**config.mk**
```make
export PLATFORM = sky130hd
export DESIGN_NAME = backprop_error_propagate
export DESIGN_NICKNAME = d
export VERILOG_FILES = /design/src/rtl/backprop_error_propagate.sv
export SDC_FILE = /design/constraint.sdc
export NUM_CORES = 1
export LEC_CHECK = 0
export ABC_AREA = 0
export BUFFER_PORTS_ARGS = -buffer_cell sky130_fd_sc_hd__buf_2
export CAP_MARGIN = 20
export CORE_MARGIN = 2
export CORE_UTILIZATION = 47
export CTS_CLUSTER_DIAMETER = 30
export DETAILED_ROUTE_END_ITERATION = 7
export MAX_ROUTING_LAYER = met4
export PLACE_DENSITY = 0.64
export RECOVER_POWER = 50
export SLEW_MARGIN = 15
export SYNTH_ARGS = -nofsm -noshare
export SYNTH_HDL_FRONTEND = slang
export SYNTH_SLANG_ARGS = --single-unit
```
**constraint.sdc**
```tcl
create_clock -name clk -period 17.18 [get_ports clk]
set_input_delay 0.859 -clock clk [delete_from_list [all_inputs] [get_ports clk]]
set_output_delay 0.859 -clock clk [all_outputs]
set_load 0.01 [all_outputs]
```
**src/rtl/backprop_error_propagate.sv**
```systemverilog
// Backward error propagation through one layer: e[j] = sum_i w[i][j] * delta[i],
// computed with one signed multiply-accumulate per clock and a saturated result.
module backprop_error_propagate #(
  parameter int data_size = 4,
  parameter int in_size   = 3,
  parameter int out_size  = 3,
  parameter int frac_bits = 0
) (
  input  logic                                  clk,
  input  logic                                  reset,
  input  logic                                  start,
  input  logic [data_size*out_size-1:0]         delta_stream,
  input  logic [data_size*out_size*in_size-1:0] weight_stream,
  output logic                                  busy,
  output logic                                  done,
  output logic [data_size*in_size-1:0]          error_stream,
  output logic [1:0]                            state_dbg
);

  // Handshake: start is a level sampled only in IDLE; busy is high from the
  // edge that accepts start until DONE is left; done is a one-cycle pulse and
  // error_stream holds that result until the next DONE (or reset).

  localparam int IW = (out_size > 1) ? $clog2(out_size) : 1;
  localparam int JW = (in_size > 1) ? $clog2(in_size) : 1;
  localparam int PW = 2 * data_size;
  localparam int AW = PW + $clog2(out_size);
  localparam int SAT_HI = 2 ** (data_size - 1) - 1;
  localparam int SAT_LO = -(2 ** (data_size - 1));
  localparam logic signed [AW-1:0] ACC_HI = AW'(SAT_HI);
  localparam logic signed [AW-1:0] ACC_LO = AW'(SAT_LO);
  localparam logic [IW-1:0] I_LAST = IW'(out_size - 1);
  localparam logic [JW-1:0] J_LAST = JW'(in_size - 1);

  typedef enum logic [1:0] {
    S_IDLE = 2'd0,
    S_MAC  = 2'd1,
    S_DONE = 2'd2
  } state_t;

  state_t                    state;
  logic [IW-1:0]             i;
  logic [JW-1:0]             j;
  logic signed [AW-1:0]      acc;
  logic signed [data_size-1:0] delta_a  [out_size];
  logic signed [data_size-1:0] weight_a [out_size][in_size];
  logic signed [data_size-1:0] shadow   [in_size];

  logic signed [PW-1:0]        prod;
  logic signed [AW-1:0]        sum;
  logic signed [AW-1:0]        shifted;
  logic signed [data_size-1:0] sat_val;
  logic [data_size*in_size-1:0] err_pack;

  always_comb begin
    prod    = weight_a[i][j] * delta_a[i];
    sum     = acc + AW'(prod);
    shifted = sum >>> frac_bits;
    if (shifted > ACC_HI) sat_val = data_size'(SAT_HI);
    else if (shifted < ACC_LO) sat_val = data_size'(SAT_LO);
    else sat_val = shifted[data_size-1:0];
    // The final column is still in flight on the completing edge, so splice it in.
    err_pack = '0;
    for (int k = 0; k < in_size; k++) begin
      if (JW'(k) == j) err_pack[(in_size-k)*data_size-1 -: data_size] = sat_val;
      else err_pack[(in_size-k)*data_size-1 -: data_size] = shadow[k];
    end
  end

  always_ff @(posedge clk or posedge reset) begin
    if (reset) begin
      state        <= S_IDLE;
      i            <= '0;
      j            <= '0;
      acc          <= '0;
      error_stream <= '0;
      for (int a = 0; a < out_size; a++) begin
        delta_a[a] <= '0;
        for (int b = 0; b < in_size; b++) weight_a[a][b] <= '0;
      end
      for (int b = 0; b < in_size; b++) shadow[b] <= '0;
    end else begin
      case (state)
        S_IDLE: begin
          if (start) begin
            for (int a = 0; a < out_size; a++) begin
              delta_a[a] <= delta_stream[(out_size-a)*data_size-1 -: data_size];
              for (int b = 0; b < in_size; b++)
                weight_a[a][b] <= weight_stream[(out_size*in_size-(a*in_size+b))*data_size-1 -: data_size];
            end
            i     <= '0;
            j     <= '0;
            acc   <= '0;
            state <= S_MAC;
          end
        end
        S_MAC: begin
          acc <= sum;
          if (i == I_LAST) begin
            shadow[j] <= sat_val;
            acc       <= '0;
            i         <= '0;
            if (j == J_LAST) begin
              j            <= '0;
              error_stream <= err_pack;
              state        <= S_DONE;
            end else begin
              j <= j + 1'b1;
            end
          end else begin
            i <= i + 1'b1;
          end
        end
        S_DONE: state <= S_IDLE;
        default: state <= S_IDLE;
      endcase
    end
  end

  assign busy      = (state != S_IDLE);
  assign done      = (state == S_DONE);
  assign state_dbg = state;

endmodule
```
==> metrics.md <==
| Metric | Value |
|---|---|
| Max-slew violation count | a little under 60 |
| I/O Buffers | 66 |
| Clock Tree Buf Depth | 2 |
| Clock Sinks | 84 |
| Flops & latches, synth | 84 |
| Post-synth top area share | roughly 44% |
| H-tree Lvls | 3 |
| Layout Nets | just under 600 |
| Final std cells w/o fill | between 600 and 700 |
| Die Area | about 11000 µm² |
| Placed cell count | 620 |
| Seq/Total Area, Yosys | between 40 and 50% |
| Number of flops mapped to enable cells by yosys | 0 |
| Status | finished, violations left |
| Fin crit share | between 30% and 40% |
| Antenna violations before repair | 0 |
| Reg clk slew, reported paths | about 0.1 ns |
| Drt pass-1 iters | 4 |
| Post-DP HPWL | between 7 and 8 mm |
| Synth Instances | between 400 and 500 |
| Total global routing track utilization | between 15 and 20% |
| Fin area | between 5000 and 6000 µm² |
| Die height | roughly 100 µm |
| Actual slew at the worst max-slew pin | 2.97 ns |
| Crit Path Category | flip-flop to flip-flop |
| Ys flop type | dfrtp_1 |
| CTS Root Cell | clkbuf_8 |
| Global-route wire length before repair | between 15 and 20 mm |
| Count of final hold-check violations | 0 |
| TritonCTS buffer count | 9 |
| CP Max Fanout | 32 |
| Ys Warns | 0 |
| Final setup fails | 0 |
| Post-CTS sizing | 0 |
| Synth-to-layout area growth | 13.4% |
| Initial Util | roughly half |
| Sequential Area | 2100 µm² |
| Avg WL per Cell | around 15 µm |
| HP Class | flip-flop to flip-flop |
| Endpoint class of the critical path | flip-flop |
| Synth area leaders | dfrtp_1 44%, mux2_2 11%, fa_1 7.6%, ha_1 5.5%, nand2_1 5.2% |
| Die width | roughly 100 µm |
| Largest net degree at the start of global routing | 85 |
| Vias per cell | 5.31 |
| Synth Area per Inst | roughly 11 µm² |
| GPL Wtd Cong | 0.923 |
| Setup bufs post-CTS | 0 |
| RSZ-0062 raised after global routing | no |
| DRC Markers | 0 |
| Crit start category | flip-flop |
| Clock Latency Late Sink | around 0.36 ns |
| Max-cap check violation count | 1 |
| Vias | between 3000 and 4000 |
| Multi-input logic area | around 2400 µm² |
| I/O pin count | 67 |
| Layout cells sized above 1 | roughly a quarter |
| Drt initial violations | 128 |
| Routed WL | 9.81 mm |
| WP data arrival | between 6 and 7 ns |
| GRT overflow | 0 |
| Mapped Nets | between 500 and 600 |
| Clock Skews | approximately 0.017 ns |
| Synthesized cell area | approximately 4800 µm² |
| Ys async rst share | 100% |
| Required time at the worst-slack endpoint | 17.38 ns |
| Period minus WS final | 6.37 ns |
| Failing checks | max-capacitance violations, max-slew violations |
| Ant. Diodes | 0 |
| FMAX | ~160 MHz |
| Cell variety after synth | 49 |
| Vias in the first global route | around 3500 |
| Setup TNS | 0 ns |
| Slew headroom | -97.9% |
| CTS Hold Bufs | 0 |
| CTS tree | built |
| Top cell type by total area after synthesis | dfrtp_1 |
| # rows | 36 |
| Core area | about 9800 µm² |
| Fill cell count | roughly 920 |
| Placement Cell Area | between 5000 and 6000 µm² |
| Detail Route Antenna Nets | 0 |
## sequential cells by signal (all words and copies together), names as in the netlist
| name | count |
|---|---|
| acc | 10 |
| delta_a | 12 |
| error_stream | 12 |
| i | 2 |
| j | 2 |
| shadow | 8 |
| state_dbg | 2 |
| weight_a | 36 |
## final cells by class
| type | count | share of cell area (%) |
|---|---|---|
| timing repair buffer | 71 | 6.61 |
| clock buffer | 10 | 2.37 |
| sequential | 84 | 39.0 |
| multi-input combinational | 293 | 44.8 |
| tap | 133 | 3.08 |
| inverter | 40 | 2.81 |
| clock inverter | 6 | 1.35 |
## worst max-delay path, stage by stage, from the launching register on
cell	delay, ns
dfrtp_1	0.93
nor2b_1	0.50
o2bb2ai_1	0.17
a32oi_1	0.16
nor2_1	0.62
ha_1	0.37
fa_1	0.48
inv_1	0.05
fa_1	0.52
inv_1	0.04
ha_1	0.34
and2_1	0.19
a221o_1	0.34
o211a_1	0.24
o21ai_0	0.37
a21boi_1	0.19
nor3_2	0.49
o211ai_1	0.18
## cells in the final DEF, fill, tap and decap left out, types with 2 or more instances in the layout
cell type   synthesis  layout
dfrtp_1            84      84
nand2_1            66      66
buf_2               1      60
mux2_2             47      47
inv_1              40      39
ha_1               21      21
fa_1               18      18
mux2i_1            17      17
nor2_1             18      17
o21ai_0            15      15
clkbuf_8            0       9
clkbuf_1           17       9
a21oi_1             8       8
xnor2_1             7       7
a22o_1              7       7
o221ai_1            6       6
o211ai_1            6       6
a32oi_1             5       5
o22ai_1             5       5
nand2b_1            4       4
a21o_1              4       4
o21ai_1             4       4
o22a_1              3       3
o31ai_1             3       3
nor4_1              3       3
clkinvlp_4          0       3
nor2b_1             2       2
and2_1              2       2
o21bai_1            2       2
o21a_1              2       2
buf_4               2       2
## metrics by stage
stage | worst slack (ns) | util (%) | hold slack (ns)
after floorplan | 11.49 | - | 0.439
after global placement | 11.08 | 52.9 | 0.455
after detailed placement | 10.92 | 53.0 | 0.458
after CTS | 10.86 | 55.0 | 0.479
after global routing | 10.32 | 54.9 | 0.501
final | 10.81 | 54.9 | 0.477
## cell usage after synthesis, types with 2 or more instances
cell,n
inv_1,40
a32oi_1,5
nand2b_1,4
nor2b_1,2
o211ai_1,6
mux2i_1,17
nor2_1,18
nand2_1,66
and2_1,2
o21a_1,2
nor4_1,3
o31ai_1,3
o21bai_1,2
ha_1,21
buf_4,2
a21o_1,4
o22ai_1,5
mux2_2,47
clkbuf_1,17
xnor2_1,7
dfrtp_1,84
o221ai_1,6
fa_1,18
o22a_1,3
a22o_1,7
o21ai_0,15
a21oi_1,8
o21ai_1,4
## layer usage
layer / wire (µm) / global-route usage [%] / vias up
met4: 170 / 5.81 / 0
met2: 4530 / 30.1 / 99
met5: 0 / - / -
met1: 4500 / 25.7 / 1634
met3: 603 / 4.80 / 20
li1: - / - / 1630
## path summary, 6_finish.rpt
kind,end,slack [ns],cells past startpoint,start
min in group asynchronous,acc[3]$_DFFE_PP0P_,1.00,3,reset
worst min-delay path,error_stream[11]$_DFFE_PP0P_,0.48,2,error_stream[11]$_DFFE_PP0P_
worst max register to register,shadow[6]$_DFFE_PP0P_,10.81,17,i[1]$_DFFE_PP0P_
worst max-delay path,shadow[6]$_DFFE_PP0P_,10.81,17,i[1]$_DFFE_PP0P_
worst min register to register,error_stream[11]$_DFFE_PP0P_,0.48,2,error_stream[11]$_DFFE_PP0P_
max in group asynchronous,delta_a[7]$_DFFE_PP0P_,12.73,4,reset
## cell families (layout without fill, tap and decap cells)
group	Yosys count	after routing	share of synthesized area [%]
compound gates	78	78	11.9
buf+inv	62	127	5.10
fa+ha+maj	39	39	13.1
flops	84	84	44.2
mux	64	64	14.7
simple gates	104	104	9.52
xor+xnor	8	8	1.47
Power is left out: the tool's default activity adds up to more than one toggle a clock period on the data nets, which glitch-free logic cannot reach.
